## src/rtl/adder_pkg.sv

```systemverilog
// Shared definitions for the segmented pipelined adder: parameter legality and
// segment sizing used by pipelined_adder and adder_stage.
package adder_pkg;

    // WIDTH must be at least 2 and split evenly into STAGES ripple segments.
    function automatic bit params_ok(input int unsigned width, input int unsigned stages);
        return (width >= 2) && (stages >= 1) && (stages <= width) && ((width % stages) == 0);
    endfunction

    function automatic int unsigned seg_of(input int unsigned width, input int unsigned stages);
        return (stages == 0) ? width : width / stages;
    endfunction

endpackage

```

## src/rtl/adder_stage.sv

```systemverilog
// One registered SEG-bit ripple slice. Operands shift right by SEG each stage so
// the slice always works on the low segment; finished sum bits enter from the top.
module adder_stage
    import adder_pkg::*;
#(
    parameter int unsigned WIDTH = 32,
    parameter int unsigned SEG   = 8,
    parameter type         stage_t = logic
) (
    input  logic   clk,
    input  logic   rst,
    input  stage_t d,
    input  logic   adv,
    output logic   ready,
    output stage_t q
);

    logic [SEG:0]       seg_res;
    logic [WIDTH-1:0]   sum_next;
    stage_t             nxt;

    // Empty stages load even while downstream is stalled, so bubbles collapse.
    assign ready   = !q.valid || adv;
    assign seg_res = {1'b0, d.a_rem[SEG-1:0]} + {1'b0, d.b_rem[SEG-1:0]} + {{SEG{1'b0}}, d.carry};

    if (SEG == WIDTH) begin : g_whole
        assign sum_next = seg_res[SEG-1:0];
    end else begin : g_part
        assign sum_next = {seg_res[SEG-1:0], d.sum_done[WIDTH-1:SEG]};
    end

    always_comb begin
        nxt          = d;
        nxt.carry    = seg_res[SEG];
        nxt.a_rem    = d.a_rem >> SEG;
        nxt.b_rem    = d.b_rem >> SEG;
        nxt.sum_done = sum_next;
    end

    always_ff @(posedge clk) begin
        if (rst) begin
            q <= '0;
        end else if (ready) begin
            q <= nxt;
        end
    end

endmodule

```

## src/rtl/pipelined_adder.sv

```systemverilog
// WIDTH-bit adder with the carry chain split over STAGES registered ripple slices,
// valid/ready on both sides and one result per cycle.
module pipelined_adder
    import adder_pkg::*;
#(
    parameter int unsigned WIDTH  = 32,
    parameter int unsigned STAGES = 4
) (
    input  logic             clk,
    input  logic             rst,
    input  logic             in_valid,
    output logic             in_ready,
    input  logic [WIDTH-1:0] in_a,
    input  logic [WIDTH-1:0] in_b,
    input  logic             in_cin,
    output logic             out_valid,
    input  logic             out_ready,
    output logic [WIDTH-1:0] out_sum,
    output logic             out_cout,
    output logic             out_ovf
);

    localparam int unsigned SEG = seg_of(WIDTH, STAGES);

    if (!params_ok(WIDTH, STAGES)) begin : g_bad_params
        $error("pipelined_adder: WIDTH must be >= 2 and divisible by STAGES");
    end

    // Field widths follow WIDTH, so the stage record is declared per instance.
    typedef struct packed {
        logic             valid;
        logic             carry;
        logic [WIDTH-1:0] a_rem;
        logic [WIDTH-1:0] b_rem;
        logic [WIDTH-1:0] sum_done;
        logic             a_msb;
        logic             b_msb;
    } stage_t;

    stage_t        pipe [STAGES+1];
    logic [STAGES:0] rdy;

    assign pipe[0] = '{valid:    in_valid,
                       carry:    in_cin,
                       a_rem:    in_a,
                       b_rem:    in_b,
                       sum_done: '0,
                       a_msb:    in_a[WIDTH-1],
                       b_msb:    in_b[WIDTH-1]};

    // rdy[k] is stage k's load enable; the chain runs back from out_ready.
    assign rdy[STAGES] = out_ready;
    assign in_ready    = rdy[0];

    for (genvar k = 0; k < STAGES; k++) begin : g_stage
        adder_stage #(
            .WIDTH   (WIDTH),
            .SEG     (SEG),
            .stage_t (stage_t)
        ) u_stage (
            .clk   (clk),
            .rst   (rst),
            .d     (pipe[k]),
            .adv   (rdy[k+1]),
            .ready (rdy[k]),
            .q     (pipe[k+1])
        );
    end

    assign out_valid = pipe[STAGES].valid;
    assign out_sum   = pipe[STAGES].sum_done;
    assign out_cout  = pipe[STAGES].carry;
    assign out_ovf   = (pipe[STAGES].a_msb == pipe[STAGES].b_msb) &&
                       (pipe[STAGES].sum_done[WIDTH-1] != pipe[STAGES].a_msb);

endmodule

```

## config.mk

```make
export PLATFORM = sky130hd
export DESIGN_NAME = pipelined_adder
export DESIGN_NICKNAME = d
export VERILOG_FILES = /design/src/rtl/adder_pkg.sv /design/src/rtl/adder_stage.sv /design/src/rtl/pipelined_adder.sv
export SDC_FILE = /design/constraint.sdc
export NUM_CORES = 1
export LEC_CHECK = 0
export BUFFER_PORTS_ARGS = -buffer_cell sky130_fd_sc_hd__buf_4
export CAP_MARGIN = 25
export CORE_MARGIN = 2
export CORE_UTILIZATION = 47
export CTS_CLUSTER_SIZE = 40
export DETAILED_ROUTE_END_ITERATION = 8
export GPL_TIMING_DRIVEN = 0
export PLACE_DENSITY = 0.69
export SLEW_MARGIN = 20
export SYNTH_ARGS = -nofsm -noshare
export SYNTH_HDL_FRONTEND = slang
export SYNTH_SLANG_ARGS = --single-unit
```

## constraint.sdc

```tcl
create_clock -name clk -period 2.5 [get_ports clk]
set_input_delay 0.25 -clock clk [delete_from_list [all_inputs] [get_ports clk]]
set_output_delay 0.25 -clock clk [all_outputs]
set_load 0.005 [all_outputs]
```

* After elaboration in Yosys (flattened, before gate mapping) *
Index checks and enable logic that the tools add are counted.

word-level totals
  register bits = 192
  input bits = 69
  output and inout port bits = 36
  word-level logic and storage cells = 45

operators by class
  $add $sub $neg = 8
  equal/unequal tests = 2
  reduce and logical (&&, ||, !) cells = 9

operators with widths
  kind                   count
  adder 8 x 8 -> 9 bit   4
  adder 9 x 1 -> 9 bit   4
  zero test 1 bit        4
  logical OR 1 bit       4
  equality test 1 bit    1
  logical AND 1 bit      1
  inequality test 1 bit  1

* Longest topological paths before layout *
  depth after elaboration = 5
  mapped depth = 9
  depth with buffers taken out = 7

* Modules after synthesis *
From an unflattened synthesis, not the netlist that was laid out.

unflattened totals
  cells, all modules = 1,664
  area total of the unflattened synthesis = 13,414.1 um^2

by module, submodules not included
  module                             times used  cells an instance  area each (um^2)  sequential area each (um^2)
  adder_stage at g_stage[3].u_stage  1           415                3,367.0           1,681.6
  adder_stage at g_stage[2].u_stage  1           415                3,352.0           1,681.6
  adder_stage at g_stage[1].u_stage  1           415                3,343.2           1,681.6
  adder_stage at g_stage[0].u_stage  1           415                3,325.7           1,681.6
  pipelined_adder                    1           4                  26.3              0.0

* Worst setup path after synthesis *
Ideal clock, no wire load.

  path type = register -> register
  start point = reg g_stage[0].u_stage.q[34] (netlist name)
  end point = reg g_stage[1].u_stage.q[32] (netlist name)
  library setup time = 0.106 ns
  data arrival time = 2.048 ns
  required time = 2.394 ns
  slack = 0.346 ns
  cell stages (with the launch flop) = 7
  path buffers = 0
  period minus slack after synthesis = 2.154 ns
  cell sequence = dfxtp_1 fa_1 fa_1 a21oi_1 o211ai_1 or4_1 o311ai_0

on the way
  longest elaborated chain between the ends = 2

ends and longest elaborated chain
  what                      line               RTL
  start: declaration        adder_stage.sv:15  output stage_t q
  start signal: assignment  adder_stage.sv:44  q <= nxt;
  adder 8 x 8 -> 9 bit      adder_stage.sv:24  assign seg_res = {1'b0, d.a_rem[SEG-1:0]} + {1'b0, d.b_rem[SEG-1:0]} + {{SEG{1'b0}}, d.carry};
  adder 9 x 1 -> 9 bit      adder_stage.sv:24
  end signal: assignment    adder_stage.sv:44
  end: declaration          adder_stage.sv:15

Every way passes these cells.
A chain may end at the register's enable or synchronous reset.

* Final worst setup path *
Ends and elaborated chain as after synthesis.

==> impl_metrics.yaml <==
status:
  status: "completed"
worst_setup_path:
  cp_slowest_cell: "fa_1"
  crit_fanout: 3
  crit_top_cell: "fa_1"
  cp_cell_sequence: "fa_1 > fa_1 > a21oi_1 > o211ai_1 > or4_1 > o311ai_0"
  path_delay_family: "adder cells"
  end_kind: "register"
  crit_buf_inv: 0
  cp.arrival_ns: 2.64
  critical_path_class: "reg -> reg"
  required_ns: 2.82
  rrSetupSlack_ns: 0.18
  crit_path_start_kind: "register"
  slowest_delay_ns: 0.48
yosys:
  syn_area_per_cell_um2: 8.07
  synth_seq_area_share: 0.461
  synthFlopType: "dfxtp_1"
  synth_top_area_frac: 0.461
  yosys.area.top_type: "dfxtp_1"
  yosysUniqueCellTypes: 55
  yosysMostFrequentCell: "nand2_1"
  synth_common_cells: "323 x nand2_1, 186 x dfxtp_1, 169 x a21oi_1, 38 x clkbuf_1, 36 x buf_4"
  yosys_warnings: 0
  synth_edf_count: 0
  synth_area_um2: 8070
  ys_seq_elements: 186
  async_flop_share: 0
  netlist_instances: 1000
  synth_area_leaders: "dfxtp_1 46%, nand2_1 15%, a21oi_1 10%"
  syn_nets: 1105
power:
  p_int_mw: 4.79
  seq_power_share: 0.509
  clock_power_share: 0.397
  power.switching_mw: 1.53
  power.density_nw_per_um2: 653
  pwr-share-comb: 0.094
  netSwitchingFraction: 0.242
  ir_drop_uv: 477
  p_leak_nw: 4.11
  total_power_mw: 6.32
sta:
  relSlewSlack: 0.425
  finalHoldViolCount: 0
  rsz0062_at_grt: "no"
  max_freq_ghz: 0.430
  finalCritPeriodShare: 0.929
  slew_violations: 0
  fin_crit_ns: 2.32
  tns_ns: 0
  whs_ns: 0.0443
  worst_pin_slew_ns: 0.863
  fin_worst_skew_ns: 0.00671
  setup_viol: 0
drt:
  num_vias: 6922
  drtIter0Drc: 416
  drc: 0
  via_per_inst: 5.10
  detail_route.first_pass.iterations: 4
  wl_per_cell_um: 14.7
  routed_wl_mm: 20.0
  ant_nets: 0
clock_tree:
  clkTransAtPathRegs_ns: 0.07
  clkSinkCount: 186
  cts-hold-fix-buffers: 0
  numCtsBuffers: 17
  cts_tree: "built"
  clk_latency_ns: 0.42
  post_cts_buffers: 0
  ctsResizeCount: 0
  cts.htree.levels: 4
  cts-root-buf: "clkbuf_16"
  clockBufferDepth: 2
placed_design:
  place_inst: 1324
  globalplace.congestion: 0.908
  place.port_buffers: 104
  dp_hpwl_mm: 15.0
finish:
  drive_above_1_share: 0.167
  largestRegisters: "g_stage.u_stage.q (186)"
  fin_cells: 1356
  top_register: "g_stage.u_stage.q"
  fill_cells: 1634
  nets: 1228
  ff_latch_area_um2: 3720
  syn_to_final_growth_pct: 19.9
  multiInputGateArea_um2: 3760
  largest_reg_flops: 186
  insertedDiodeCount: 0
grt:
  met3_usage: 0.0357
  grt_util_met1: 0.320
  grt_usage: 0.222
  grt_pass1_vias: 6302
  grt_max_degree: 17
  grt_use_met2: 0.346
  gr-max-usage-layer: "met2"
  grt_overflow: 0
  antenna_found_initial: 0
  grt_pass1_wl_mm: 32.0
floorplanning:
  fp.dieW_um: 135
  core_um2: 16700
  die_y_um: 135
  die-area_um2: 18200
  std_cell_rows: 47
  pin_count: 105
  start_util: 0.483
run:
  maxCapViolations: 0
hold_path:
  min_path_type: "in -> reg"
[worst paths after layout]
path,start,endpoint,cells past startpoint
setup / recovery,g_stage[0].u_stage.q[34]$_SDFFE_PP0P_,g_stage[1].u_stage.q[32]$_SDFFE_PP0P_,6
hold reg to reg,g_stage[3].u_stage.q[7]$_SDFFE_PP0P_,g_stage[3].u_stage.q[7]$_SDFFE_PP0P_,2
hold / removal,in_valid,g_stage[0].u_stage.q[99]$_SDFFE_PP0P_,3
setup reg to reg,g_stage[0].u_stage.q[34]$_SDFFE_PP0P_,g_stage[1].u_stage.q[32]$_SDFFE_PP0P_,6
[final cells by class]
type	count	share of cell area
Buffer	96	0.0561
Multi-Input combinational cell	705	0.388
Tap cell	220	0.0284
Clock buffer	23	0.0504
Clock inverter	9	0.00633
Timing Repair Buffer	104	0.0807
Inverter	13	0.00517
Sequential cell	186	0.385
[logic make-up after synthesis]
logic type / after synthesis / share of synthesized area
AND/OR/NAND/NOR: 407 / 0.207
buffers and inverters: 109 / 0.0735
XOR/XNOR: 4 / 0.00434
AO/OA/AOI/OAI: 256 / 0.188
multiplexers: 2 / 0.00248
flip-flops: 186 / 0.461
adder cells (fa/ha/maj): 36 / 0.0632
[worst reg2reg max path: cells and delay by family, from the launching register on]
family | cells | cell delay (ns)
flops | 1 | 0.33
fa+ha+maj | 2 | 0.90
compound gates | 3 | 0.52
simple gates | 1 | 0.47
[power groups by stage]
stage / sequential, mW / combinational, mW / clock (mW)
2_1_floorplan: 3.24 / 0.374 / 0
4_1_cts: 3.22 / 0.594 / 2.53
5_1_grt: 3.23 / 0.665 / 2.65
3_5_place_dp: 3.28 / 0.587 / 0
3_3_place_gp: 3.28 / 0.581 / 0
6_report: 3.22 / 0.595 / 2.51
[routing by layer]
metal,wire [um],vias to the layer above,part of all wire
met1,9960,3124,0.50
met3,922,28,0.046
li1,-,3609,-
met5,0,-,0
met4,341,0,0.017
met2,8750,161,0.44
[stage by stage]
| step | area, um^2 | utilization | setup slack (ns) |
|---|---|---|---|
| detailed placement | 9130 | 0.547 | 0.0822 |
| floorplan | 8070 | - | 0.346 |
| CTS | 9680 | 0.579 | 0.172 |
| finish | 9680 | 0.579 | 0.177 |
| global route | 9680 | 0.579 | 0.0905 |
| global placement | 9130 | 0.547 | 0.0975 |
[layout by cell type (no fill, tap or decap), types with 6 or more instances in the layout]
master,instances
nor3_1,7
nand3_1,13
a31oi_1,6
buf_4,140
dfxtp_1,186
clkbuf_1,40
o21a_1,10
fa_1,8
buf_2,8
o21ai_0,11
inv_1,11
nand2_1,323
ha_1,28
or3_1,9
nor2_1,29
a21oi_1,169
o211ai_1,7
a21o_1,6
clkbuf_16,17
buf_1,9
a211oi_1,15
a211o_1,9
Note: power is estimated with default switching activity, not from simulation.
